## src/rtl/gray_counter_pkg.sv

```systemverilog
// Shared types and limits for the Gray-code counter.
package gray_counter_pkg;

    typedef enum logic {
        DOWN = 1'b0,
        UP   = 1'b1
    } count_dir_e;

    localparam int WIDTH_MIN = 2;
    localparam int WIDTH_MAX = 32;

endpackage

```

## src/rtl/gray_2_bin.sv

```systemverilog
// Combinational Gray-to-binary converter: bin[i] is the XOR of gray[WIDTH-1:i].
module gray_2_bin #(
    parameter int WIDTH = 8
) (
    input  logic [WIDTH-1:0] gray,
    output logic [WIDTH-1:0] bin
);

    always_comb begin
        bin = '0;
        for (int i = 0; i < WIDTH; i++) begin
            bin[i] = ^(gray >> i);
        end
    end

endmodule

```

## src/rtl/gray_counter.sv

```systemverilog
// Up/down Gray counter with clear, Gray-coded load and terminal count.
// Define GRAY_COUNTER_SAT_EN to saturate at the terminal count instead of wrapping.
module gray_counter
    import gray_counter_pkg::*;
#(
    parameter int          WIDTH     = 8,
    parameter logic [31:0] RESET_VAL = 32'd0
) (
    input  logic             clk_i,
    input  logic             arst_ni,
    input  logic             clear_i,
    input  logic             load_i,
    input  logic [WIDTH-1:0] load_gray_i,
    input  logic             en_i,
    input  logic             dir_i,
    output logic [WIDTH-1:0] bin_o,
    output logic [WIDTH-1:0] gray_o,
    output logic [WIDTH-1:0] gray_next_o,
    output logic             wrap_o,
    output logic             tc_o
);

    if (WIDTH < WIDTH_MIN || WIDTH > WIDTH_MAX) begin : g_bad_width
        $error("gray_counter: WIDTH out of range");
    end

    localparam logic [WIDTH-1:0] RST_BIN  = RESET_VAL[WIDTH-1:0];
    localparam logic [WIDTH-1:0] RST_GRAY = RST_BIN ^ (RST_BIN >> 1);

    count_dir_e       dir;
    logic [WIDTH-1:0] bin_q;
    logic [WIDTH-1:0] gray_q;
    logic             wrap_q;
    logic [WIDTH-1:0] load_bin;
    logic [WIDTH-1:0] bin_step;
    logic [WIDTH-1:0] bin_nxt;
    logic [WIDTH-1:0] gray_nxt;
    logic             wrap_nxt;
    logic             tc;

    gray_2_bin #(.WIDTH(WIDTH)) u_load_conv (
        .gray (load_gray_i),
        .bin  (load_bin)
    );

    assign dir      = count_dir_e'(dir_i);
    assign tc       = (dir == UP) ? (bin_q == '1) : (bin_q == '0);
    assign bin_step = (dir == UP) ? bin_q + 1'b1 : bin_q - 1'b1;

    always_comb begin
        bin_nxt  = bin_q;
        wrap_nxt = 1'b0;
        if (clear_i) begin
            bin_nxt = RST_BIN;
        end else if (load_i) begin
            bin_nxt = load_bin;
        end else if (en_i) begin
`ifdef GRAY_COUNTER_SAT_EN
            if (!tc) begin
                bin_nxt = bin_step;
            end
`else
            bin_nxt  = bin_step;
            wrap_nxt = tc;
`endif
        end
    end

    // Single Gray encoder feeds both the look-ahead output and the register;
    // on load it reproduces load_gray_i exactly.
    assign gray_nxt = bin_nxt ^ (bin_nxt >> 1);

    always_ff @(posedge clk_i or negedge arst_ni) begin
        if (!arst_ni) begin
            bin_q  <= RST_BIN;
            gray_q <= RST_GRAY;
            wrap_q <= 1'b0;
        end else begin
            bin_q  <= bin_nxt;
            gray_q <= gray_nxt;
            wrap_q <= wrap_nxt;
        end
    end

    assign bin_o       = bin_q;
    assign gray_o      = gray_q;
    assign wrap_o      = wrap_q;
    assign gray_next_o = gray_nxt;
    assign tc_o        = tc;

endmodule

```

## config.mk

```make
export PLATFORM = sky130hd
export DESIGN_NAME = gray_counter
export DESIGN_NICKNAME = d
export VERILOG_FILES = /design/src/rtl/gray_counter_pkg.sv /design/src/rtl/gray_2_bin.sv /design/src/rtl/gray_counter.sv
export SDC_FILE = /design/constraint.sdc
export NUM_CORES = 1
export LEC_CHECK = 0
export BUFFER_PORTS_ARGS = -buffer_cell sky130_fd_sc_hd__buf_2
export CAP_MARGIN = 20
export CORE_ASPECT_RATIO = 1.4
export CORE_MARGIN = 3
export CORE_UTILIZATION = 35
export CTS_CLUSTER_DIAMETER = 50
export DETAILED_ROUTE_END_ITERATION = 10
export PLACE_DENSITY = 0.58
export SKIP_LAST_GASP = 1
export SYNTH_ARGS = -nofsm -noshare
export SYNTH_HDL_FRONTEND = slang
export SYNTH_SLANG_ARGS = --single-unit
```

## constraint.sdc

```tcl
create_clock -name clk_i -period 3 [get_ports clk_i]
set_clock_uncertainty 0.1 [all_clocks]
set_input_delay 0.6 -clock clk_i [delete_from_list [all_inputs] [get_ports clk_i]]
set_output_delay 0.6 -clock clk_i [all_outputs]
set_load 0.05 [all_outputs]
```

======== After elaboration in Yosys (flattened, before gate mapping) ========
Cells that the tools add are included.
operators by class
  shift-type cells ........................ 0
  multiply operators ...................... 0
  reduce and logical (&&, ||, !) cells .... 9
  bitwise operators ....................... 1
  magnitude comparators ................... 0
  add/sub/neg operators ................... 2
  eq/ne operators ......................... 1
  div/mod/pow operators ................... 0
  mux-type cells .......................... 8
operators by type and width
  kind                                                                count
  8-bit parity                                                        8
  8-bit two-way mux                                                   4
  8-bit by 1-bit adder with 8-bit output, second input constant       1
  8-bit == test, second input constant                                1
  8-bit zero test                                                     1
  8-bit by 1-bit subtractor with 8-bit output, second input constant  1
  8-bit by 7-bit bitwise XOR with 8-bit output                        1
  1-bit two-way mux                                                   4
word-level totals
  bits in latches ......................... 0
  bits of input ports ..................... 14
  RAM bits ................................ 0
  memory bits (read-only) ................. 0
  output and inout bits ................... 26
  memories kept ........................... 0
  flip-flop bits (word level) ............. 17

======== Logic depth before layout (Yosys ltp) ========
Gate-level depths: netlist of run 1.
  word-level depth ........................ 6
  mapped depth ............................ 9

======== Cells and area by module ========
Synthesis of run 1 repeated with hierarchy kept, for this count alone.
unflattened totals
  cells, all modules ...................... 121
  area, all modules ....................... 1169.9 µm²
by module, submodules not included
  module        cells an instance  area an instance (µm²)  instances
  gray_counter  111                1044.8                  1
  gray_2_bin    10                 125.1                   1

======== Worst setup path before layout of run 1 ========
Ideal clock, no wire load.
  path type ............................... register -> output
  from .................................... register bin_q[0] (netlist: bin_o[0])
  to ...................................... output gray_next_o[3]
  data arrival time ....................... 2.992 ns
  setup slack ............................. -0.692 ns
  stages on the path, launching flop included .. 10
  required time ........................... 2.300 ns
  cells stage by stage .................... dfrtp_1 -> inv_1 -> fa_1 -> nor2b_1 -> o21ai_0 -> nand2b_1 -> xnor2_1 -> a21oi_1 -> o21ai_0 -> mux2i_1
between the ends
  longest elaborated chain between the ends .. 6
  elaborated cells on any way between the ends .. 7
  classes of those cells .................. 2 x add/sub; 4 x mux; 1 x bitwise
RTL lines
  item                                                                                                          RTL line            RTL
  start: declaration                                                                                            gray_counter.sv:31  logic [WIDTH-1:0] bin_q;
  start signal: assignment                                                                                      gray_counter.sv:79  bin_q <= bin_nxt;
  8-bit by 1-bit subtractor with 8-bit output / 8-bit by 1-bit adder with 8-bit output (equally long branches)  gray_counter.sv:48  assign bin_step = (dir == UP) ? bin_q + 1'b1 : bin_q - 1'b1;
  8-bit two-way mux (*)                                                                                         gray_counter.sv:48
  8-bit two-way mux (*)                                                                                         gray_counter.sv:57  end else if (en_i) begin
  8-bit two-way mux (*)                                                                                         gray_counter.sv:55  end else if (load_i) begin
  8-bit two-way mux (*)                                                                                         gray_counter.sv:53  if (clear_i) begin
  8-bit by 7-bit bitwise XOR with 8-bit output (*)                                                              gray_counter.sv:71  assign gray_nxt = bin_nxt ^ (bin_nxt >> 1);
  end: declaration                                                                                              gray_counter.sv:18  output logic [WIDTH-1:0] gray_next_o,
Every way passes the cells marked *; elsewhere a longest branch is shown, timed or not.

======== Final worst setup path of run 1 ========
  from .................................... input dir_i
  to ...................................... output gray_next_o[5]
between the ends
  longest elaborated chain between the ends .. 5
RTL lines
  item                                          RTL line            RTL
  start: declaration                            gray_counter.sv:15  input logic dir_i,
  8-bit two-way mux                             gray_counter.sv:48
  8-bit two-way mux                             gray_counter.sv:57
  8-bit two-way mux                             gray_counter.sv:55
  8-bit two-way mux                             gray_counter.sv:53
  8-bit by 7-bit bitwise XOR with 8-bit output  gray_counter.sv:71
Every way passes these cells.

==> impl_metrics.json, run 1 <==
{
  "timing_max_transition_violations_final": 0,
  "synth.ff_latch_count": 16,
  "layout-drive-gt1-share": 0.577,
  "outcome": "finished, violations left",
  "area_contributors_post_synth": "sky130_fd_sc_hd__dfrtp_1 (36%), sky130_fd_sc_hd__xnor2_1 (9.3%), sky130_fd_sc_hd__ha_1 (6.7%)",
  "slowest_cell_on_crit_path": "sky130_fd_sc_hd__a31oi_1",
  "overflow": 0,
  "finalNetCount": 204,
  "register_area_um2": 404,
  "setup_viol_count_final": 7,
  "cp_slowest_stage_delay_ns": 0.23,
  "hold_viol": 0,
  "netlist.top_cell.by_area": "sky130_fd_sc_hd__dfrtp_1",
  "critical_path_class": "primary input to output pin",
  "cts.clk_slew.worst_paths_ns": 0.06,
  "rr_startpoint": "bin_o[0]$_DFF_PN0_",
  "grt.met3_usage": 0.0245,
  "ir_worst_vdd_uv": 405,
  "synth_most_common_cell": "sky130_fd_sc_hd__dfrtp_1",
  "total_leakage_power_nw": 0.879,
  "required_ns": 2.30,
  "final_core_utilization": 0.642,
  "clock_insertion_delay_worst_skew_ns": 0.25,
  "netlist-cell-type-count": 31,
  "synthesis.area_um2": 1130,
  "post-place-ws_ns": -0.460,
  "fp.dieArea_um2": 3940,
  "cts_root_buffer": "sky130_fd_sc_hd__clkbuf_8",
  "min-delay-path-class": "primary input to async pin",
  "drt-wirelength-per-cell_um": 14.8,
  "period_share": 1.08,
  "hold_ws_ns": 0.156,
  "post-route-min-period_ns": 3.25,
  "crit_top_cell": "sky130_fd_sc_hd__buf_6",
  "fin_total_pwr_w": 0.00120,
  "synth-edff-count": 0,
  "post_synth_top_area_share": 0.356,
  "global_route.usage.total": 0.179,
  "cp_cell_sequence": "buf_8 -> clkinvlp_4 -> buf_6 -> ha_4 -> nor2b_4 -> o21ai_2 -> nand2b_1 -> a31oi_1 -> xnor2_1 -> o21ai_2 -> buf_6 -> xor2_4 -> buf_6",
  "pwr_density_cell_nw_per_um2": 632,
  "placementRows": 23,
  "startpoint": "dir_i",
  "floorplan.core_area_um2": 2960,
  "gp_congestion": 0.795,
  "totalWireLength_mm": 3.24,
  "grt_pass1_vias": 1158,
  "gr_layer_usage_met2": 0.321,
  "reg2reg_setup_slack_ns": 0.68,
  "antenna_left": 0,
  "synth_async_sr_flop_share": 1.00,
  "antennaDiodeCount": 0,
  "clock_tree.buffer_depth": 2,
  "met1_usage": 0.205,
  "drtIter0Drc": 17,
  "hold_buffers": 0,
  "max_slew_margin": 0.762,
  "floorplan.die.width_um": 53.9,
  "worst_slack_ns": -0.253,
  "synth_flop_cell": "sky130_fd_sc_hd__dfrtp_1",
  "syn_nets": 141,
  "drc": 0,
  "timing.critical_path.fanout_max": 4,
  "dpl.hpwl_mm": 2.51,
  "flow.area_growth_from_synthesis_pct": 68.9,
  "grt_max_degree": 20,
  "synthesis.instances": 120,
  "regToRegEndpoint": "gray_o[5]$_DFF_PN0_",
  "port_buffers": 39,
  "tritoncts.num_buffers": 3,
  "reg2reg_path_depth": 11,
  "fmax_ghz": 0.307,
  "post_synth_most_frequent_cells": "sky130_fd_sc_hd__dfrtp_1 (16), sky130_fd_sc_hd__xnor2_1 (12), sky130_fd_sc_hd__nor2_1 (10)",
  "first_pass_iters": 4,
  "ys_seq_area_frac": 0.356,
  "rsz_0062_raised_after_global_routing": "true",
  "crit_arrival_ns": 2.55,
  "design.portCount": 40,
  "initial_core_util": 0.380,
  "fp.dieH_um": 73.1,
  "failed_checks": "setup timing",
  "grt_busiest_layer": "met2",
  "tritoncts": "yes",
  "antenna_found_initial": 0,
  "synthesized_area_per_cell_um2": 9.38,
  "grt_pass1_wl_mm": 5.29,
  "max_slew.worst_pin.slew_ns": 0.356,
  "clock-sinks": 16,
  "start_kind": "primary input",
  "n_fill_cell": 256,
  "vias": 1097,
  "multi_input_comb_area_um2": 910,
  "route.detailed.vias_per_inst": 5.01,
  "cts_htree_levels": 1,
  "endpoint_kind": "output pin",
  "synthesis.yosys.warnings": 0,
  "maxCapViolations": 0
}
through the flow:
| step | TNS (ns) | cells | cell area (µm²) |
|---|---|---|---|
| after floorplan | -0.434 | 120 | 1270 |
| after global placement | -2.11 | 206 | 1600 |
| after detailed placement | -2.32 | 206 | 1600 |
| after CTS | -1.14 | 217 | 1810 |
| after global routing | -1.94 | 219 | 1900 |
| final | -1.22 | 219 | 1900 |
logic make-up after synthesis:
family | synth area share
AO/OA/AOI/OAI | 0.139
flip-flops | 0.356
buffers and inverters | 0.0567
XOR/XNOR | 0.190
AND/OR/NAND/NOR | 0.147
adder cells (fa/ha/maj) | 0.0844
multiplexers | 0.0278
worst max path at each step:
stage,slack (ns),endpoint,cells after the start
floorplan,-0.1,gray_next_o[3],9
CTS,-0.26,gray_next_o[4],13
global placement,-0.43,gray_next_o[6],12
finish,-0.25,gray_next_o[5],13
detailed placement,-0.46,gray_next_o[4],12
global route,-0.35,gray_next_o[5],13
layout make-up:
class | count | share of cell area
Inverter | 9 | 0.0197
Tap cell | 37 | 0.0243
Timing Repair Buffer | 64 | 0.241
Clock buffer | 4 | 0.0237
Sequential cell | 16 | 0.213
Multi-Input combinational cell | 89 | 0.478
worst max-delay path: cells and delay by family:
| kind | cells | cell delay [ns] |
|---|---|---|
| compound gates | 3 | 0.53 |
| buf+inv | 5 | 0.65 |
| simple gates | 2 | 0.27 |
| fa+ha+maj | 1 | 0.22 |
| xor+xnor | 2 | 0.26 |
per-layer routing:
layer	wire, µm	vias to the layer above
met5	0	-
met4	44	0
met3	161	6
met2	1750	36
met1	1290	526
li1	-	529
state kept, by name (all words and copies together), names as in the netlist:
register	cells
wrap_o	1
bin_o	8
gray_o	7
where the power goes:
group	internal, W	switching [W]
clock network	0.0000940	0.0000701
registers	0.000253	0.0000329
logic	0.000300	0.000452
total	0.000647	0.000555
cell usage in the layout (no fill, tap or decap), types with 2 or more instances in the layout:
cell type / count
sky130_fd_sc_hd__buf_2: 31
sky130_fd_sc_hd__buf_4: 21
sky130_fd_sc_hd__dfrtp_1: 13
sky130_fd_sc_hd__xnor2_1: 9
sky130_fd_sc_hd__buf_6: 9
sky130_fd_sc_hd__nor2_1: 8
sky130_fd_sc_hd__inv_1: 7
sky130_fd_sc_hd__ha_4: 6
sky130_fd_sc_hd__xnor2_2: 5
sky130_fd_sc_hd__nor2b_1: 5
sky130_fd_sc_hd__a21oi_1: 4
sky130_fd_sc_hd__nand2_1: 4
sky130_fd_sc_hd__nand2b_1: 3
sky130_fd_sc_hd__nor3_1: 3
sky130_fd_sc_hd__xor2_1: 3
sky130_fd_sc_hd__a21oi_2: 3
sky130_fd_sc_hd__dfrtp_2: 3
sky130_fd_sc_hd__clkbuf_8: 3
sky130_fd_sc_hd__buf_8: 3
sky130_fd_sc_hd__o21ai_2: 2
sky130_fd_sc_hd__a21o_1: 2
sky130_fd_sc_hd__a211oi_1: 2
sky130_fd_sc_hd__a21oi_4: 2
sky130_fd_sc_hd__o21ai_1: 2
sky130_fd_sc_hd__a211oi_2: 2
sky130_fd_sc_hd__xor2_4: 2
sky130_fd_sc_hd__nand4_1: 2
sky130_fd_sc_hd__nand3_1: 2
what timing repair did:
action	CTS	global route
pin swaps	12	10
gates resized for setup	24	15
setup endpoints to repair	7	7
buffers inserted	7	2
No activity file was read; power rests on OpenSTA's default activity.
==> run 2, diff against run 1 <==
PLACE_DENSITY = 0.56   (was 0.58)
clock period = 3.9 ns   (was 3 ns; I/O delays follow)
==> impl_metrics.json, run 2 (synthesized netlist as in run 1, its figures left out) <==
{
  "outcome": "finished, final reports clean",
  "overflow": 0,
  "antennaDiodeCount": 0,
  "slowest_cell_on_crit_path": "sky130_fd_sc_hd__a211oi_1",
  "critical_path_class": "primary input to output pin",
  "finalNetCount": 184,
  "maxCapViolations": 0,
  "rsz_0062_raised_after_global_routing": "true",
  "route.detailed.vias_per_inst": 4.93,
  "period_share": 0.957,
  "post-route-min-period_ns": 3.73,
  "first_pass_iters": 4,
  "cts.clk_slew.worst_paths_ns": 0.06,
  "timing_max_transition_violations_final": 0,
  "hold_ws_ns": 0.328,
  "clock-sinks": 16,
  "floorplan.core_area_um2": 2960,
  "cp_slowest_stage_delay_ns": 0.38,
  "ir_worst_vdd_uv": 214,
  "fp.dieH_um": 73.1,
  "layout-drive-gt1-share": 0.352,
  "grt_pass1_wl_mm": 4.62,
  "global_route.usage.total": 0.163,
  "antenna_found_initial": 0,
  "dpl.hpwl_mm": 2.31,
  "cp_cell_sequence": "buf_2 -> inv_1 -> buf_4 -> ha_1 -> inv_1 -> o21bai_1 -> a21oi_1 -> o21ai_0 -> xnor2_1 -> a211oi_1 -> xnor2_1 -> clkbuf_4",
  "clock_insertion_delay_worst_skew_ns": 0.25,
  "mostFrequentLayoutCells": "sky130_fd_sc_hd__buf_2 (35), sky130_fd_sc_hd__dfrtp_1 (16), sky130_fd_sc_hd__xnor2_1 (12)",
  "drtIter0Drc": 12,
  "gp_congestion": 0.884,
  "hold_buffers": 0,
  "hold_viol": 0,
  "design.portCount": 40,
  "tritoncts": "yes",
  "cts_root_buffer": "sky130_fd_sc_hd__clkbuf_8",
  "vias": 982,
  "met1_usage": 0.164,
  "start_kind": "primary input",
  "post-place-cells": 195,
  "final_common_cell": "sky130_fd_sc_hd__buf_2",
  "fp.dieArea_um2": 3940,
  "regToRegEndpoint": "gray_o[3]$_DFF_PN0_",
  "grt_busiest_layer": "met2",
  "min-delay-path-class": "primary input to async pin",
  "tritoncts.num_buffers": 3,
  "cts_htree_levels": 1,
  "antenna_left": 0,
  "max_slew_margin": 0.749,
  "total_leakage_power_nw": 0.738,
  "initial_core_util": 0.380,
  "flow.area_growth_from_synthesis_pct": 29.1,
  "largest_reg_flops": 8,
  "required_ns": 3.02,
  "max_slew.worst_pin.slew_ns": 0.375,
  "totalWireLength_mm": 2.75,
  "startpoint": "dir_i",
  "instances_no_fill": 199,
  "setup_viol_count_final": 0,
  "placementRows": 23,
  "grt.met3_usage": 0.0204,
  "n_fill_cell": 310,
  "crit_arrival_ns": 2.85,
  "endpoint_kind": "output pin",
  "timing.critical_path.fanout_max": 4,
  "port_buffers": 39,
  "fin_total_pwr_w": 0.000793,
  "fmax_ghz": 0.268,
  "drt-wirelength-per-cell_um": 13.8,
  "pwr_density_cell_nw_per_um2": 546,
  "grt_max_degree": 20,
  "grt_pass1_vias": 1036,
  "timing.critical_path.to": "gray_next_o[6]",
  "rr_startpoint": "bin_o[0]$_DFF_PN0_",
  "drc": 0,
  "gr_layer_usage_met2": 0.298,
  "reg2reg_path_depth": 10,
  "floorplan.die.width_um": 53.9,
  "reg2reg_setup_slack_ns": 1.58,
  "clock_tree.buffer_depth": 2
}
==> run 2: changes by cell type in the layout (fill, tap and decap cells not counted), moves of 4 or more <==
cell / previous run / this run
sky130_fd_sc_hd__buf_4: 21 / 7
sky130_fd_sc_hd__buf_6: 9 / 0
sky130_fd_sc_hd__buf_2: 31 / 35
sky130_fd_sc_hd__ha_1: 0 / 6
sky130_fd_sc_hd__ha_4: 6 / 0
sky130_fd_sc_hd__a21oi_1: 4 / 8
sky130_fd_sc_hd__o21ai_0: 0 / 4
==> run 2: final cells by class <==
type                    count  area (µm²)  area share
flip-flops and latches     16         400       0.275
repair buffers             44         243       0.167
well taps                  37        46.3      0.0318
inverters                   9        33.8      0.0232
clock buffers               4        55.1      0.0379
multi-input cells          89         676       0.465
==> run 2: metal layers <==
layer,routed length [µm],vias up
li1,-,489
met1,1060,465
met2,1530,24
met3,93,4
met4,63,0
met5,0,-
==> run 2: worst min-delay path by stage <==
| stage | start | to | slack (ns) |
|---|---|---|---|
| after floorplan | arst_ni | bin_o[0]$_DFF_PN0_ | 0.38 |
| after global placement | arst_ni | gray_o[5]$_DFF_PN0_ | 0.60 |
| after detailed placement | arst_ni | gray_o[5]$_DFF_PN0_ | 0.61 |
| after CTS | arst_ni | bin_o[5]$_DFF_PN0_ | 0.34 |
| after global routing | arst_ni | bin_o[3]$_DFF_PN0_ | 0.35 |
| final | arst_ni | gray_o[5]$_DFF_PN0_ | 0.33 |
==> run 2: metrics by stage <==
| stage | worst slack (ns) | area (µm²) | utilization | setup TNS (ns) |
|---|---|---|---|---|
| 6_report | 0.169 | 1450 | 0.491 | 0 |
| 5_1_grt | -0.00771 | 1450 | 0.491 | -0.00771 |
| 4_1_cts | 0.0410 | 1430 | 0.482 | 0 |
| 3_5_place_dp | 0.0429 | 1380 | 0.464 | 0 |
| 3_3_place_gp | 0.0576 | 1380 | 0.464 | 0 |
| 2_1_floorplan | -0.0205 | 1130 | - | -0.0249 |
==> run 2: power breakdown <==
group | switching [W] | internal, W
Combinational | 0.000298 | 0.000134
Sequential | 0.0000230 | 0.000194
Clock | 0.0000551 | 0.0000896
==> run 2: repair_timing <==
item / CTS / global route
resized for setup: 0 / 10
endpoints found under the setup margin: 0 / 4
setup buffers: 0 / 0
==> run 2: critical path: cells and delay by family <==
family	cells	cell delay (ns)
compound gates	4	0.74
fa+ha+maj	1	0.33
buf+inv	5	0.68
xor+xnor	2	0.32
==> run 3, diff against run 2 <==
ABC_AREA = 1   (was not set)
GPL_ROUTABILITY_DRIVEN = 1   (was not set)
PLACE_DENSITY = 0.53   (was 0.56)
==> impl_metrics.json, run 3 <==
{
  "required_ns": 3.02,
  "layout-drive-gt1-share": 0.234,
  "internal_power_w": 0.000365,
  "post-route-min-period_ns": 3.46,
  "endpoint_kind": "output pin",
  "fp.dieArea_um2": 4830,
  "postCtsSetupRepairBufs": 0,
  "synth_most_common_cell": "sky130_fd_sc_hd__nand2_1",
  "flow.area_growth_from_synthesis_pct": 19.5,
  "power.share.sequential": 0.292,
  "floorplan.core_area_um2": 3770,
  "total_leakage_power_nw": 1.03,
  "worst_slack_ns": 0.436,
  "port_buffers": 39,
  "timing_max_transition_violations_final": 0,
  "post_synth_most_frequent_cells": "sky130_fd_sc_hd__nand2_1 (92), sky130_fd_sc_hd__inv_1 (25), sky130_fd_sc_hd__nand3_1 (21)",
  "clock-sinks": 16,
  "share_comb_of_total_power": 0.499,
  "slowest_cell_on_crit_path": "sky130_fd_sc_hd__ha_1",
  "post_dp_cell_area_um2": 1630,
  "final_design_area_no_fill_um2": 1680,
  "regToRegEndpoint": "gray_o[6]$_DFF_PN0_",
  "pwr_density_cell_nw_per_um2": 413,
  "maxCapViolations": 0,
  "ir_worst_vdd_uv": 313,
  "startpoint": "dir_i",
  "fmax_ghz": 0.289,
  "synthesis.yosys.warnings": 0,
  "totalWireLength_mm": 3.68,
  "gp_congestion": 0.845,
  "synthesis.area_um2": 1410,
  "clock_insertion_delay_worst_skew_ns": 0.25,
  "power_frac_clock": 0.209,
  "timing.critical_path.fanout_max": 6,
  "rsz_0062_raised_after_global_routing": "false",
  "synth_flop_cell": "sky130_fd_sc_hd__dfrtp_1",
  "post-place-ws_ns": 0.432,
  "first_pass_iters": 4,
  "finalNetCount": 283,
  "tritoncts.num_buffers": 3,
  "clock_tree.buffer_depth": 2,
  "floorplan.die.width_um": 59.6,
  "cp_slowest_stage_delay_ns": 0.37,
  "cts_root_buffer": "sky130_fd_sc_hd__clkbuf_8",
  "cp_cell_sequence": "buf_2 -> inv_1 -> ha_1 -> or2_1 -> nand3_1 -> nand3_1 -> nand2_1 -> nand2_1 -> nor2_2 -> nand2_1 -> nand2_1 -> buf_2",
  "min-delay-path-class": "primary input to async pin",
  "rr_startpoint": "bin_o[0]$_DFF_PN0_",
  "area_contributors_post_synth": "sky130_fd_sc_hd__dfrtp_1 (28%), sky130_fd_sc_hd__nand2_1 (25%), sky130_fd_sc_hd__nand3_1 (7.5%)",
  "period_share": 0.888,
  "vias": 1446,
  "hold_viol": 0,
  "drtIter0Drc": 42,
  "start_kind": "primary input",
  "timing.critical_path.to": "gray_next_o[2]",
  "critical_path_class": "primary input to output pin",
  "drt-wirelength-per-cell_um": 12.1,
  "antennaDiodeCount": 0,
  "final_common_cell": "sky130_fd_sc_hd__nand2_1",
  "max_slew_margin": 0.758,
  "reg2reg_setup_slack_ns": 1.89,
  "overflow": 0,
  "ys_seq_area_frac": 0.284,
  "global_route.usage.total": 0.172,
  "initial_core_util": 0.373,
  "synth_async_sr_flop_share": 1.00,
  "drc": 0,
  "synthesized_area_per_cell_um2": 6.35,
  "crit_top_cell": "sky130_fd_sc_hd__nand2_1",
  "max_slew.worst_pin.slew_ns": 0.363,
  "tritoncts": "yes",
  "netlist.top_cell.by_area": "sky130_fd_sc_hd__dfrtp_1",
  "cts.repair.resized": 0,
  "mostFrequentLayoutCells": "sky130_fd_sc_hd__nand2_1 (92), sky130_fd_sc_hd__buf_2 (39), sky130_fd_sc_hd__inv_1 (25)",
  "cts_htree_levels": 1,
  "post-place-cells": 299,
  "hold_buffers": 0,
  "antenna_found_initial": 0,
  "fp.dieH_um": 81.1,
  "crit_arrival_ns": 2.58,
  "netlist-cell-type-count": 23,
  "synthesis.instances": 222,
  "sw_power_w": 0.000331,
  "timing.setup.tns_ns": 0,
  "post_synth_top_area_share": 0.284,
  "largest_reg_flops": 8,
  "syn_nets": 243,
  "design.portCount": 40,
  "synth.ff_latch_count": 16,
  "placementRows": 26,
  "antenna_left": 0,
  "reg2reg_path_depth": 11,
  "outcome": "finished, final reports clean",
  "dpl.hpwl_mm": 3.08,
  "swShare": 0.476,
  "instances_no_fill": 303,
  "grt_pass1_wl_mm": 6.40,
  "cts.clk_slew.worst_paths_ns": 0.06,
  "route.detailed.vias_per_inst": 4.77,
  "synth-edff-count": 0,
  "grt_max_degree": 17,
  "setup_viol_count_final": 0,
  "grt_pass1_vias": 1454
}
==> run 3: cell types whose count changed in the layout (fill, tap and decap cells not counted), sizes merged, moves of 3 or more <==
| cell | delta |
|---|---|
| nand2 | +94 |
| inv | +22 |
| nand3 | +22 |
| xnor2 | -10 |
| nor2b | -6 |
| a211oi | -3 |
| buf | -3 |
| nand2b | -3 |
| nor3 | -3 |
==> run 3: critical path, delay by kind of cell <==
family	cells	cell delay (ns)
fa+ha+maj	1	0.37
buf+inv	3	0.50
simple gates	8	0.94
==> run 3: worst min path at each step <==
stage | from | depth (start not counted) | to | slack, ns
after floorplan | arst_ni | 0 | bin_o[0]$_DFF_PN0_ | 0.38
after global placement | bin_o[5]$_DFF_PN0_ | 2 | wrap_o$_DFF_PN0_ | 0.58
after detailed placement | bin_o[5]$_DFF_PN0_ | 2 | wrap_o$_DFF_PN0_ | 0.57
after CTS | arst_ni | 1 | bin_o[6]$_DFF_PN0_ | 0.35
after global routing | arst_ni | 1 | gray_o[6]$_DFF_PN0_ | 0.34
final | arst_ni | 1 | gray_o[6]$_DFF_PN0_ | 0.34
==> run 3: final cells by class <==
class                           count  area [µm²]
Inverter                           31         116
Clock buffer                        4        55.1
Sequential cell                    16         400
Timing Repair Buffer               39         195
Tap cell                           42        52.6
Fill cell                         418        2090
Multi-Input combinational cell    171         865
==> run 3: power by group through the flow <==
stage / logic, W / clock network [W] / registers, W
2_1_floorplan: 0.000198 / 0 / 0.000275
5_1_grt: 0.000386 / 0.000164 / 0.000206
4_1_cts: 0.000352 / 0.000153 / 0.000204
3_3_place_gp: 0.000350 / 0 / 0.000208
6_report: 0.000347 / 0.000145 / 0.000204
3_5_place_dp: 0.000350 / 0 / 0.000207
==> run 3: per-layer routing <==
layer,GRT usage,vias up,wire (µm)
li1,-,768,-
met1,0.205,633,1490
met2,0.300,35,1940
met3,0.0318,10,161
met4,0.0687,0,89
met5,0,-,0
==> run 3: logic make-up (layout without fill, tap and decap cells) <==
kind of cell,Yosys count,in the layout,synth area share
AND/OR/NAND/NOR,138,138,0.418
buffers and inverters,35,74,0.102
AO/OA/AOI/OAI,16,16,0.0657
flip-flops,16,16,0.284
XOR/XNOR,10,10,0.0622
adder cells (fa/ha/maj),7,7,0.0675
==> run 3: through the flow <==
stage                     hold slack, ns  total power (W)   util
after floorplan                    0.384         0.000473      -
after global placement             0.584         0.000558  0.432
after detailed placement           0.573         0.000557  0.432
after CTS                          0.346         0.000708  0.446
after global routing               0.345         0.000755  0.446
final                              0.335         0.000696  0.446
